## config.mk

```make
export PLATFORM = sky130hd
export DESIGN_NAME = key_press_ctrl
export DESIGN_NICKNAME = d
export VERILOG_FILES = /design/src/rtl/key_press_ctrl.sv
export SDC_FILE = /design/constraint.sdc
export NUM_CORES = 1
export LEC_CHECK = 0
export CORE_MARGIN = 10
export CORE_UTILIZATION = 57
export DETAILED_ROUTE_END_ITERATION = 7
export PLACE_DENSITY = 0.77
export SLEW_MARGIN = 20
export SYNTH_ARGS = -nofsm -noshare
export SYNTH_HDL_FRONTEND = slang
export SYNTH_SLANG_ARGS = --single-unit
```

## constraint.sdc

```tcl
create_clock -name FPGA_CLK -period 7.51 [get_ports FPGA_CLK]
set_input_delay 1.502 -clock FPGA_CLK [delete_from_list [all_inputs] [get_ports FPGA_CLK]]
set_output_delay 1.502 -clock FPGA_CLK [all_outputs]
set_load 0.02 [all_outputs]
```

## src/rtl/key_press_ctrl.sv

```systemverilog
// Multi-channel push-button processor: sync, debounce, short/long press classification, LED toggle.
// Optional auto-repeat of LONG_P while held is enabled by defining KEY_AUTOREPEAT_EN.
`timescale 1ns/1ps
module key_press_ctrl #(
  parameter int                N_KEYS     = 4,
  parameter int                DEB_CYC    = 1000000,
  parameter int                LONG_CYC   = 100000000,
  parameter int                REPEAT_CYC = 12500000,
  parameter logic [N_KEYS-1:0] LED_INIT   = {N_KEYS{1'b1}}
) (
  input  logic              FPGA_CLK,
  input  logic              RST,
  input  logic [N_KEYS-1:0] KEY,
  output logic [N_KEYS-1:0] SHORT_P,
  output logic [N_KEYS-1:0] LONG_P,
  output logic [N_KEYS-1:0] HELD,
  output logic [N_KEYS-1:0] LED
);

  localparam int HOLD_MAX = (LONG_CYC > REPEAT_CYC) ? LONG_CYC : REPEAT_CYC;
  localparam int DW       = $clog2(DEB_CYC + 1);
  localparam int HW       = $clog2(HOLD_MAX + 1);

  localparam logic [DW-1:0] DEB_LAST  = DW'(DEB_CYC - 1);
  localparam logic [DW-1:0] DEB_ONE   = DW'(1);
  localparam logic [HW-1:0] LONG_LAST = HW'(LONG_CYC - 1);
  localparam logic [HW-1:0] HOLD_ONE  = HW'(1);
`ifdef KEY_AUTOREPEAT_EN
  localparam logic [HW-1:0] REP_LAST  = HW'(REPEAT_CYC - 1);
`endif

  typedef enum logic [2:0] {
    ST_IDLE      = 3'd0,
    ST_DEB_PRESS = 3'd1,
    ST_HELD      = 3'd2,
    ST_LONG      = 3'd3,
    ST_DEB_REL   = 3'd4
  } state_e;

  for (genvar g = 0; g < N_KEYS; g++) begin : g_ch
    logic          sync1_q, sync2_q;
    logic          key_s;
    state_e        state_q;
    logic [DW-1:0] deb_cnt_q;
    logic [HW-1:0] hold_cnt_q;
    logic          was_long_q;
    logic          short_q, long_q, held_q, led_q;

    assign key_s      = sync2_q;
    assign SHORT_P[g] = short_q;
    assign LONG_P[g]  = long_q;
    assign HELD[g]    = held_q;
    assign LED[g]     = led_q;

    // Two-flop synchroniser; resets to the released level.
    always_ff @(posedge FPGA_CLK or posedge RST) begin
      if (RST) begin
        sync1_q <= 1'b1;
        sync2_q <= 1'b1;
      end else begin
        sync1_q <= KEY[g];
        sync2_q <= sync1_q;
      end
    end

    // Per-channel press FSM with registered event pulses, held level and LED.
    always_ff @(posedge FPGA_CLK or posedge RST) begin
      if (RST) begin
        state_q    <= ST_IDLE;
        deb_cnt_q  <= '0;
        hold_cnt_q <= '0;
        was_long_q <= 1'b0;
        short_q    <= 1'b0;
        long_q     <= 1'b0;
        held_q     <= 1'b0;
        led_q      <= LED_INIT[g];
      end else begin
        short_q <= 1'b0;
        long_q  <= 1'b0;
        case (state_q)
          ST_IDLE: begin
            if (!key_s) begin
              state_q   <= ST_DEB_PRESS;
              deb_cnt_q <= '0;
            end
          end
          ST_DEB_PRESS: begin
            if (key_s) begin
              state_q <= ST_IDLE;
            end else if (deb_cnt_q == DEB_LAST) begin
              state_q    <= ST_HELD;
              held_q     <= 1'b1;
              hold_cnt_q <= '0;
              was_long_q <= 1'b0;
            end else begin
              deb_cnt_q <= deb_cnt_q + DEB_ONE;
            end
          end
          ST_HELD: begin
            // Release takes priority over a coincident long threshold.
            if (key_s) begin
              state_q   <= ST_DEB_REL;
              deb_cnt_q <= '0;
            end else if (hold_cnt_q == LONG_LAST) begin
              state_q    <= ST_LONG;
              was_long_q <= 1'b1;
              long_q     <= 1'b1;
              led_q      <= ~led_q;
              hold_cnt_q <= '0;
            end else begin
              hold_cnt_q <= hold_cnt_q + HOLD_ONE;
            end
          end
          ST_LONG: begin
            if (key_s) begin
              state_q   <= ST_DEB_REL;
              deb_cnt_q <= '0;
            end else begin
`ifdef KEY_AUTOREPEAT_EN
              if (hold_cnt_q == REP_LAST) begin
                hold_cnt_q <= '0;
                long_q     <= 1'b1;
              end else begin
                hold_cnt_q <= hold_cnt_q + HOLD_ONE;
              end
`else
              hold_cnt_q <= hold_cnt_q;
`endif
            end
          end
          ST_DEB_REL: begin
            // hold_cnt stays frozen here so a release bounce resumes timing.
            if (!key_s) begin
              state_q <= was_long_q ? ST_LONG : ST_HELD;
            end else if (deb_cnt_q == DEB_LAST) begin
              state_q <= ST_IDLE;
              held_q  <= 1'b0;
              short_q <= ~was_long_q;
            end else begin
              deb_cnt_q <= deb_cnt_q + DEB_ONE;
            end
          end
          default: begin
            state_q <= ST_IDLE;
            held_q  <= 1'b0;
          end
        endcase
      end
    end
  end

endmodule

```

; Word level (Yosys, flattened, before mapping)
; Cells that the tools add are included.
[totals]
reg_bits = 228
input_bits = 6
out_inout_bits = 16
wordCells = 324
[classes]
n_addsub = 8
eq_ne = 72
muxes = 144
bitwise_logic = 16
n_reduce_logical = 44
[op_table]
columns = cell, count
row1 = $mux 27, 16
row2 = $mux 20, 20
row3 = $pmux 20 s4, 4
row4 = $pmux 27 s2, 4
row5 = $add 27x1->27 const B, 4
row6 = $eq 27x27->1 const B, 4
row7 = $mux 3, 32
row8 = $add 20x1->20 const B, 4
row9 = $eq 20x20->1 const B, 4
row10 = $reduce_and 5->1, 16
row11 = $ne 2x2->1 const B, 32
row12 = $pmux 3 s5, 4
row13 = $mux 1, 56
row14 = $ne 3x3->1 const B, 12
row15 = $eq 3x2->1 const B, 8
row16 = $not 1->1, 16
row17 = $reduce_and 4->1, 4
row18 = $reduce_bool 4->1, 4
row19 = $eq 3x1->1 const B, 4
row20 = $eq 3x3->1 const B, 4
row21 = $logic_not 3->1, 4
row22 = $pmux 1 s3, 4
row23 = $reduce_and 3->1, 4
row24 = $reduce_or 3->1, 4
row25 = 4 further kinds, 16

; Depth between registers and ports, before layout
; Gate-level depths: netlist (run 1).
[logic_depth]
ltp_word = 4
mapped_depth = 9
mapped_depth_nobuf = 7

; Least setup slack after synthesis (run 1)
; OpenSTA, ideal clock, no wires.
[synth_timing]
path_kind = reg2out
startpoint = reg g_ch[0].led_q
endpoint = out LED[0]
arrival_ns = 0.641
required_time_ns = 6.008
path_slack_ns = 5.367
path_stages_with_launch = 2
n_path_buf = 1
path_cell_list = dfstp_2 -> buf_4
[synth_lines]
columns = item, line
row1 = from (decl), 47  ; logic short_q, long_q, held_q, led_q;
row2 = from (signal assigned), 76  ; led_q <= LED_INIT[g];
row3 = from (signal assigned), 108  ; led_q <= ~led_q;
row4 = to (decl), 17  ; output logic [N_KEYS-1:0] LED
; No word-level cell between the ends.

; Worst setup path after layout (run 1)
[layout_timing]
startpoint = reg g_ch[1].led_q
endpoint = out LED[1]
[layout_lines]
columns = item, line
row1 = from (decl), 47
row2 = from (signal assigned), 76
row3 = from (signal assigned), 108
; No word-level cell between the ends.

==> results.toml, run 1 <==
[status]
outcome = "complete, no violations"

[clock_network]
cts_sinks = 228
clk-insertion-delay-late_ps = 530
htree_levels = 1
cts.root.buffer_cell = "clkbuf_16"
cts.repair.resized = 0
cts_hold_buf = 0
cts_tree = "built"
numCtsBuffers = 26
postCtsSetupBuffers = 0
clk_pin_slew_ps = 60
cts_buffer_depth = 3

[critical_path]
critPathMaxStageDelay_ps = 600
critPathKind = "reg2out"
r2r-start = "g_ch[2].hold_cnt_q[8]"
path_cells = "clkdlybuf4s50_1"
endpoint = "LED[1]"
worstSetupPathDepth = 1
rr_endpoint = "g_ch[2].hold_cnt_q[25]"
regToRegSetupSlack_ps = 4750
critPathBufInv = 1
critical_path_required_ps = 6010
cp_max_fo = 2
cp-startpoint = "g_ch[1].led_q"
start_kind = "register"
cp_data_arrival_time_ps = 1660
endpoint_kind = "output port"
crit_family = "buffers and inverters"
cp_slowest_cell = "clkdlybuf4s50_1"
rr_worst_depth = 6

[logic_synthesis]
synth_nets = 1327
synth_seq_cells = 228
synthCells = 1313
synth_warnings = 0
synth.avg_cell_area_sq_um = 9.36
async_flop_share_pct = 100
synth_edf_count = 0
synth.yosys.seq_area_share_pct = 46.5
synth_top_area_share_pct = 44.0
synth_cell_type_count = 76
yosysTopAreaCell = "dfrtp_1"
synth_ff_type = "dfrtp_1"
ys_top_cells_by_area = "dfrtp_1 44%, xor2_1 5.7%, nor2_1 5.5%, xnor2_1 4.1%, nand3_1 3.5%"
syn_area_sq_mm = 0.0123

[final_layout]
layout-drive-gt1-share_pct = 7.78
stdcell_count = 1586
final_common_cell = "dfrtp_1"
utilization_pct = 63.9
syn2layout_area_growth_pct = 9.61
ff_latch_area_sq_mm = 0.00572
multi_input_area_sq_mm = 0.00612
most-common-layout-cells = "216 x dfrtp_1, 179 x nor2_1, 90 x nand2_1"
antenna_cells = 0
layout.nets = 1305
n_fill_cell = 1660

[route]
wl_met3_um = 928
remaining_drc_errors = 0
ant_nets = 0
routedWlPerCell_um = 15.4
vias = 9440
finalWirelength_um = 24300
routed.top_layer = "met4"
firstDrtPassIters = 7
met1_length_um = 11800
drtIter0Drc = 822
dr_wl_met2_um = 11200
viasPerCell = 5.95

[global_routing]
grt_max_degree = 159
track_usage_pct = 17.3
grt_antenna_before_repair = 0
grt.overflow.total = 0
grt_pass1_vias = 9212
grt_first_pass_wirelength_um = 43400

[sta]
fin_setup_tns_ps = 0
fmax_mhz = 316
finClkSkew_ps = 15.0
relSlewSlack_pct = 32.5
rsz0062_at_grt = "no"
finalHoldViolCount = 0
fin_hold_ws_ps = 356
finalMaxSlewViolations = 0
worst_slack_ps = 4350
period_minus_slack_ps = 3160
finalCritPeriodShare_pct = 42.1
worstMarginPinSlew_ps = 1010
setup_viol = 0

[power_and_ir_drop]
internal_power_w = 0.00212
ir_drop_mv = 0.210
p_leak_nw = 5.77
pwr-share-comb_pct = 3.0
pwr-share-clk_pct = 50.4
power_frac_seq_pct = 46.6
p_per_area_mw_per_mm2 = 200
swShare_pct = 21.4
power_switching_w = 0.000579

[placement]
port_buffers = 21
finalWeightedCongestion = 0.856
post-place-ws_ps = 4250
dpl.hpwl_um = 15900
place_inst = 1538

[floorplanning]
dieArea_sq_mm = 0.0278
start_util_pct = 58.3
fp-row-count = 53
coreArea_sq_mm = 0.0211
die_x_um = 167
pin_count = 22
die_h_um = 167

[run]
drv_cap = 0

[min_path]
hp-class = "reg2reg"
kinds of logic (layout without fill, tap and decap cells):
| logic type | Yosys count | after routing | share of synthesized area [%] |
|---|---|---|---|
| multiplexers | 10 | 10 | 0.845 |
| buffers and inverters | 96 | 94 | 3.85 |
| adder cells (fa/ha/maj) | 8 | 8 | 0.814 |
| AO/OA/AOI/OAI | 173 | 173 | 9.06 |
| flip-flops | 228 | 228 | 46.5 |
| AND/OR/NAND/NOR | 660 | 660 | 29.1 |
| XOR/XNOR | 138 | 138 | 9.83 |
Yosys cell counts (all sizes together), types with 6 or more instances:
cell    instances
a21o            6
inv            20
o21ai          46
clkbuf         34
dfrtp         216
or4             6
nor2          180
buf            42
or2             6
o31ai          19
and2           22
and3           44
nor4           18
and4           23
a31oi          11
nand2          90
a21oi          45
dfstp          12
nand3          87
nand4          65
or3            24
mux2i           7
nor4b          14
xnor2          58
xor2           80
ha              8
a211oi          6
nand2b         18
nor3           38
o22ai           6
metal layers:
layer	vias up	GRT usage, %
li1	4623	-
met1	4620	24.4
met2	165	27.3
met5	-	0
met4	0	3.82
met3	32	2.61
metrics by stage:
step | power, W | area [sq um]
2_1_floorplan | 0.00134 | 12300
3_3_place_gp | 0.00136 | 12500
3_5_place_dp | 0.00136 | 12500
4_1_cts | 0.00273 | 13500
5_1_grt | 0.00279 | 13500
6_report | 0.00270 | 13500
power groups by stage:
stage	clock (W)	combinational [W]	sequential [W]
3_5_place_dp	0	0.0000844	0.00128
5_1_grt	0.00144	0.0000963	0.00126
3_3_place_gp	0	0.0000815	0.00128
6_report	0.00136	0.0000822	0.00126
2_1_floorplan	0	0.0000687	0.00127
4_1_cts	0.00139	0.0000843	0.00126
sequential cells by signal (all words and copies together) (netlist names):
| signal | flops |
|---|---|
| g_ch.was_long_q | 4 |
| g_ch.short_q | 4 |
| g_ch.deb_cnt_q | 80 |
| g_ch.state_q | 12 |
| g_ch.long_q | 4 |
| g_ch.key_s | 4 |
| g_ch.held_q | 4 |
| g_ch.sync1_q | 4 |
| g_ch.led_q | 4 |
| g_ch.hold_cnt_q | 108 |
worst min-delay path by stage:
| stage | start | end | depth (start not counted) |
|---|---|---|---|
| 2_1_floorplan | g_ch[0].sync1_q | g_ch[0].key_s | 0 |
| 3_3_place_gp | g_ch[0].sync1_q | g_ch[0].key_s | 0 |
| 3_5_place_dp | g_ch[0].sync1_q | g_ch[0].key_s | 0 |
| 4_1_cts | g_ch[3].sync1_q | g_ch[3].key_s | 0 |
| 5_1_grt | g_ch[1].sync1_q | g_ch[1].key_s | 0 |
| 6_report | g_ch[3].sync1_q | g_ch[3].key_s | 0 |
layout make-up:
| type | instances | area share, % |
|---|---|---|
| clock buffer | 39 | 6.09 |
| clock inverter | 9 | 0.956 |
| inverter | 20 | 0.585 |
| multi-input combinational | 989 | 45.4 |
| sequential | 228 | 42.5 |
| tap | 275 | 2.55 |
| timing repair buffer | 26 | 1.93 |
Note: power is estimated with default switching activity, not from simulation.
==> run 2, diff against run 1 <==
==> constraint.sdc (replaced) <==
create_clock -name FPGA_CLK -period 2.9 [get_ports FPGA_CLK]
set_input_delay 0.58 -clock FPGA_CLK [delete_from_list [all_inputs] [get_ports FPGA_CLK]]
set_output_delay 0.58 -clock FPGA_CLK [all_outputs]
set_load 0.02 [all_outputs]
==> results.toml, run 2 (synthesized netlist as in run 1, its figures left out) <==
[sta]
worstMarginPinSlew_ps = 623
worst_slack_ps = 470
finClkSkew_ps = 7.73
period_minus_slack_ps = 2430
finalCritPeriodShare_pct = 83.8
fmax_mhz = 412
finalHoldViolCount = 0
relSlewSlack_pct = 58.5
rsz0062_at_grt = "no"
finalMaxSlewViolations = 0
setup_viol = 0

[route]
viasPerCell = 5.93
drtIter0Drc = 738
firstDrtPassIters = 5
finalWirelength_um = 24600
wl_met3_um = 909
vias = 9494
routedWlPerCell_um = 15.4
met1_length_um = 11700
dr_wl_met2_um = 11500
routed.top_layer = "met4"
remaining_drc_errors = 0
ant_nets = 0

[clock_network]
cts_tree = "built"
cts_hold_buf = 0
cts.repair.resized = 0
htree_levels = 1
cts_buffer_depth = 3
cts.root.buffer_cell = "clkbuf_16"
clk-insertion-delay-late_ps = 530
clk_pin_slew_ps = 60
cts_sinks = 228
numCtsBuffers = 26
postCtsSetupBuffers = 0

[run]
drv_cap = 0

[critical_path]
critPathKind = "reg2reg"
cp_data_arrival_time_ps = 2880
path_cells = "nor4b_1 > nand4_1 > o21ai_2 > nand2_1 > nand4_1 > mux2i_1"
endpoint_kind = "register"
critPathMaxStageDelay_ps = 580
critPathBufInv = 0
r2r-start = "g_ch[0].deb_cnt_q[13]"
cp_slowest_cell = "o21ai_2"
start_kind = "register"
cp_max_fo = 16
crit_family = "simple AND/OR/NAND/NOR gates"
crit_path_frequent_cell = "nand4_1"
critical_path_required_ps = 3350
cp-startpoint = "g_ch[0].deb_cnt_q[13]"

[floorplanning]
pin_count = 22
die_h_um = 167
fp-row-count = 53
die_x_um = 167
dieArea_sq_mm = 0.0278
coreArea_sq_mm = 0.0211
start_util_pct = 58.3

[placement]
finalWeightedCongestion = 0.865
dpl-instance-area_sq_mm = 0.0126
post-place-ws_ps = 505
dpl.hpwl_um = 16200
port_buffers = 21

[final_layout]
multi_input_area_sq_mm = 0.00610
final_design_area_no_fill_sq_mm = 0.0135
layout.nets = 1319
n_fill_cell = 1705
most-common-layout-cells = "216 x dfrtp_1, 179 x nor2_1, 90 x nand2_1"
final_common_cell = "dfrtp_1"
syn2layout_area_growth_pct = 9.89
largest_reg_flops = 108
largest-register = "g_ch.hold_cnt_q"
ff_latch_area_sq_mm = 0.00572
antenna_cells = 0
layout-drive-gt1-share_pct = 8.23
reg_top3 = "g_ch.hold_cnt_q: 108 flops, g_ch.deb_cnt_q: 80 flops, g_ch.state_q: 12 flops"

[power_and_ir_drop]
p_per_area_mw_per_mm2 = 498
p_leak_nw = 5.82
ir_drop_mv = 0.387
p_total_w = 0.00672

[global_routing]
track_usage_pct = 17.2
grt.overflow.total = 0
grt_antenna_before_repair = 0
grt_max_degree = 74
grt_pass1_vias = 9285
grt_first_pass_wirelength_um = 43200

[status]
outcome = "complete, no violations"

[min_path]
hp-class = "reg2reg"
min_from = "g_ch[1].sync1_q"
==> run 2: cell count changes in the layout (fill, tap and decap cells not counted), sizes merged <==
cell and change:
buf +14, clkinv +4, bufinv -2, clkinvlp -2, clkbuf +1, inv -1
==> run 2: path summary, 6_finish.rpt <==
| check | endpoint | slack, ps | depth (start not counted) |
|---|---|---|---|
| max | g_ch[0].deb_cnt_q[9] | 470 | 6 |
| min | g_ch[1].key_s | 360 | 0 |
| max reg2reg | g_ch[0].deb_cnt_q[9] | 470 | 6 |
| min reg2reg | g_ch[1].key_s | 360 | 0 |
| max in group asynchronous | g_ch[3].key_s | 1690 | 3 |
| min in group asynchronous | g_ch[3].hold_cnt_q[7] | 440 | 2 |
==> run 2: layout make-up <==
type                            count  area share [%]
Sequential cell                   228            42.3
Clock buffer                       40            5.88
Multi-Input combinational cell    989            45.2
Tap cell                          275            2.55
Inverter                           20           0.583
Timing Repair Buffer               40            2.98
Clock inverter                      8           0.509
==> run 2: power by group <==
| part | internal, W | total (W) | switching, W |
|---|---|---|---|
| Clock | 0.00197 | 0.00324 | 0.00127 |
| Combinational | 0.0000723 | 0.000230 | 0.000157 |
| Sequential | 0.00322 | 0.00326 | 0.0000401 |
| Total | 0.00526 | 0.00672 | 0.00147 |
==> run 2: per-stage QoR <==
step                      hold WS [ps]  utilization [%]  TNS [ps]  cells
after floorplan                    345                -   -140440   1313
after global placement             346             60.0         0   1552
after detailed placement           348             60.0         0   1552
after CTS                          356             64.1         0   1600
after global routing               365             64.1         0   1600
final                              356             64.1         0   1600
==> run 2: layer usage <==
layer	global-route usage, %	up-vias
met2	28.0	171
met1	23.7	4631
met5	0	-
li1	-	4666
met3	2.49	26
met4	4.24	0
==> run 3, diff against run 2 <==
==> constraint.sdc (replaced) <==
create_clock -name FPGA_CLK -period 2.1 [get_ports FPGA_CLK]
set_input_delay 0.42 -clock FPGA_CLK [delete_from_list [all_inputs] [get_ports FPGA_CLK]]
set_output_delay 0.42 -clock FPGA_CLK [all_outputs]
set_load 0.02 [all_outputs]
==> results.toml, run 3 (synthesized netlist as in run 1, its figures left out) <==
[global_routing]
track_usage_pct = 18.8
grt.overflow.total = 0
grt_first_pass_wirelength_um = 46700
grt_max_degree = 62
grt_pass1_vias = 9958
grt_antenna_before_repair = 0

[critical_path]
rr_worst_depth = 7
r2r-start = "g_ch[3].deb_cnt_q[12]"
rr_endpoint = "g_ch[3].hold_cnt_q[25]"
cp_data_arrival_time_ps = 2620
cp_max_fo = 7
critical_path_required_ps = 2550
critPathKind = "reg2reg"
start_kind = "register"
regToRegSetupSlack_ps = -70
endpoint_kind = "register"

[clock_network]
clk-insertion-delay-late_ps = 520
cts.root.buffer_cell = "clkbuf_16"
cts_tree = "built"
cts_hold_buf = 0
cts_sinks = 228
numCtsBuffers = 26
clk_pin_slew_ps = 60
cts_buffer_depth = 3
htree_levels = 1

[route]
remaining_drc_errors = 0
finalWirelength_um = 28900
vias = 10500
firstDrtPassIters = 5
viasPerCell = 5.91
routedWlPerCell_um = 16.3
ant_nets = 0
drtIter0Drc = 814

[sta]
setup_viol = 4
relSlewSlack_pct = 65.9
fin_hold_ws_ps = 247
finalHoldViolCount = 0
period_minus_slack_ps = 2170
rsz0062_at_grt = "yes"
fmax_mhz = 460
finalMaxSlewViolations = 0
finClkSkew_ps = 11.3
finalCritPeriodShare_pct = 104
fin_setup_tns_ps = -151
worstMarginPinSlew_ps = 510
worst_slack_ps = -73.9

[final_layout]
final_design_area_no_fill_sq_mm = 0.0155
final_common_cell = "dfrtp_1"
layout.nets = 1490
most-common-layout-cells = "210 x dfrtp_1, 167 x buf_4, 155 x nor2_1"
antenna_cells = 0
layout-drive-gt1-share_pct = 24.9
reg_top3 = "g_ch.hold_cnt_q: 108 flops, g_ch.deb_cnt_q: 80 flops, g_ch.state_q: 12 flops"
syn2layout_area_growth_pct = 26.4
largest_reg_flops = 108
largest-register = "g_ch.hold_cnt_q"
utilization_pct = 73.7
n_fill_cell = 1465

[floorplanning]
fp-row-count = 53
die_x_um = 167
start_util_pct = 58.3
pin_count = 22
dieArea_sq_mm = 0.0278
die_h_um = 167
coreArea_sq_mm = 0.0211

[placement]
finalWeightedCongestion = 0.887
dpl-instance-area_sq_mm = 0.0137
port_buffers = 21
dpl.hpwl_um = 18100

[status]
outcome = "finished, violations left"
violations = "negative setup slack"

[min_path]
hp-class = "in2async"

[power_and_ir_drop]
ir_drop_mv = 0.668
p_per_area_mw_per_mm2 = 645
p_leak_nw = 6.85

[run]
drv_cap = 0
run 3: power breakdown:
group	total (W)	switching (W)	internal, W
Combinational	0.000417	0.000259	0.000157
Sequential	0.00448	0.0000430	0.00444
Clock	0.00511	0.00184	0.00327
run 3: layout make-up:
class	count	area [sq um]	area share (%)
multi-input combinational	989	6560	42.2
timing repair buffer	211	1850	11.9
clock buffer	31	711	4.57
inverter	20	78.8	0.507
tap	275	344	2.21
sequential	228	5730	36.9
clock inverter	16	269	1.73
run 3: layer usage:
layer	track usage, %	vias to the layer above	routed length, um
met5	0	-	0
met4	4.62	0	541
met3	2.61	46	1030
met2	31.4	225	14400
met1	25.2	5186	12900
li1	-	5002	-
run 3: worst max path at each step:
stage / depth (start not counted) / slack, ps / end / from
CTS: 8 / 0.9 / g_ch[3].hold_cnt_q[12] / g_ch[3].hold_cnt_q[12]
global route: 7 / -140 / g_ch[3].hold_cnt_q[23] / g_ch[3].deb_cnt_q[12]
finish: 7 / -70 / g_ch[3].hold_cnt_q[25] / g_ch[3].deb_cnt_q[12]
global placement: 8 / -40 / g_ch[0].hold_cnt_q[24] / g_ch[0].deb_cnt_q[13]
detailed placement: 8 / -120 / g_ch[0].hold_cnt_q[22] / g_ch[0].deb_cnt_q[13]
floorplan: 1 / -1290 / g_ch[0].deb_cnt_q[0] / RST
run 3: what timing repair did:
item / CTS / global route
setup buffers: 3 / 26
pin swaps: 3 / 37
setup endpoints to repair: 66 / 128
gates resized for setup: 23 / 115
cloned: 2 / 2
run 3: worst max-delay path, cell delays in order, from the launching register on:
cell     delay, ps
dfrtp_1        410
nor4b_4        350
nand4_4        150
buf_6          140
o21ai_4        180
nand4_4        170
or4_4          530
a21oi_2        160
run 3: stage by stage:
stage / std cells / total power [W] / setup slack [ps]
CTS: 1743 / 0.0101 / 0.878
floorplan: 1313 / 0.00479 / -1290
finish: 1770 / 0.0100 / -73.9
global route: 1770 / 0.0103 / -136
global placement: 1691 / 0.00494 / -41.7
detailed placement: 1691 / 0.00495 / -119
==> patch: new RTL, config.mk and constraints of run 2 <==
Make the reset (`RST`) synchronous in 2 clocked blocks.
--- a/src/rtl/key_press_ctrl.sv
+++ b/src/rtl/key_press_ctrl.sv
@@ -53,7 +53,7 @@
     assign LED[g]     = led_q;
 
     // Two-flop synchroniser; resets to the released level.
-    always_ff @(posedge FPGA_CLK or posedge RST) begin
+    always_ff @(posedge FPGA_CLK) begin
       if (RST) begin
         sync1_q <= 1'b1;
         sync2_q <= 1'b1;
@@ -64,7 +64,7 @@
     end
 
     // Per-channel press FSM with registered event pulses, held level and LED.
-    always_ff @(posedge FPGA_CLK or posedge RST) begin
+    always_ff @(posedge FPGA_CLK) begin
       if (RST) begin
         state_q    <= ST_IDLE;
         deb_cnt_q  <= '0;
Check against the original RTL: no difference found for any inputs over 4 cycles, from zero or initial values and one cycle with RST high; that may be too few to reach the edited logic, so the function may still have changed.
==> patch against run 2 <==
Global-route usage rose by 0.86 points. Sequential power down 3%. Cell count grew 5.9%. Sequential share of layout area is 6.5 points lower. Routed wire length is essentially flat. Synthesized area is 6.4% lower. Power fell by 4.3%. Design area shrank 5.9%. Sequential cell count unchanged. Utilization is 0.64 points higher. Via count grew 4.9%. Setup slack got worse by 0.28 ns. First-iteration DRC count shrank 19%. Highest routed layer unchanged.
==> patch: results (changes against run 2) <==
[status]
status = finished clean  ; unchanged

[worst_hold_path]
worstHoldStart = g_ch[0].sync1_q  ; was g_ch[1].sync1_q
whs_path_depth = 1  ; was 0
hold_path_end = g_ch[0].key_s  ; was g_ch[1].key_s

[sta]
holdWs_ns = 0.401  ; was 0.356 ns
clock-skew-final_ns = 0.0127  ; was 0.00773 ns
layout_setup_ws_ns = 0.186  ; was 0.470 ns

[global_route]
use_met2_pct = 30.2  ; was 28.0%
grt_pass1_wl_microns = 42300  ; was 43,200 microns
grtUsageMet3_pct = 2.81  ; was 2.49%
grt_pass1_vias = 9186  ; was 9,285
met1_usage_pct = 24.1  ; was 23.7%

[critical_path]
cp.arrival_ns = 3.13  ; was 2.88 ns
cp_max_fo = 9  ; was 16
crit_start = g_ch[1].deb_cnt_q[6]  ; was g_ch[0].deb_cnt_q[13]

[final_layout]
drive_above_1_share_pct = 7.49  ; was 8.23%
n_all_buffers = 56  ; was 40
multi_input_gates = 1079  ; was 989
fillers = 1717  ; was 1,705
multi_input_area_share_pct = 50.9  ; was 45.2%
final_cells = 1694  ; was 1,600
layout.nets = 1427  ; was 1,319
buf_share_pct = 3.68  ; was 2.98%
stdcell_area_sq_um = 12700  ; was 13,500 sq um

[placement]
gp_congestion = 0.861  ; was 0.865
place_ws_ns = 0.202  ; was 0.505 ns
hpwlAfterDp_microns = 16700  ; was 16,200 microns

[yosys]
synthFlopType = dfxtp_1  ; was dfrtp_1
synthTopCellsByArea = dfxtp_1, nor2_1, xnor2_1  ; was dfrtp_1, xor2_1, nor2_1
ys_seq_area_share_pct = 39.7  ; was 46.5%
async_reset_ff_share_pct = 0  ; was 100%
synth.avg_cell_area_sq_um = 8.14  ; was 9.36 sq um
synth.cells.most_frequent = dfxtp_1, nor2_1, nand2_1, nand3_1, xnor2_1  ; was dfrtp_1, nor2_1, nand2_1, nand3_1, xor2_1

[drt]
wl_met2_microns = 11400  ; was 11,500 microns
drt_iter0_markers = 596  ; was 738

[die]
core_area_sq_um = 19700  ; was 21,100 sq um

==> patch: cell types whose count changed after synthesis, moves of 16 or more <==
cell      change
clkbuf_1     +21
nor2_1       +23
dfxtp_1     +228
nor4_1       +23
nand2_1      +34
dfrtp_1     -216
a311oi_1     +16
==> patch: what timing repair did <==
action / CTS / global route
setup endpoints to repair: 0 / 16
hold buffers: 0 / 0
gates resized for setup: 0 / 2
setup buffers: 0 / 1
==> patch: cell families (layout without fill, tap and decap cells) <==
family          Yosys count  count (layout)  synth area share, %
mux                       6               6                0.555
buf+inv                 107             122                 4.21
simple gates            724             724                 32.7
xor+xnor                140             140                 10.7
fa+ha+maj                 8               8                0.870
flops                   228             228                 39.7
compound gates          201             201                 11.4
==> patch: where the power goes <==
group	total (mW)	switching (mW)	internal [mW]	leakage, nW
clock	3.10	1.26	1.84	0.383
combinational	0.180	0.121	0.0589	1.89
sequential	3.16	0.0144	3.14	1.84
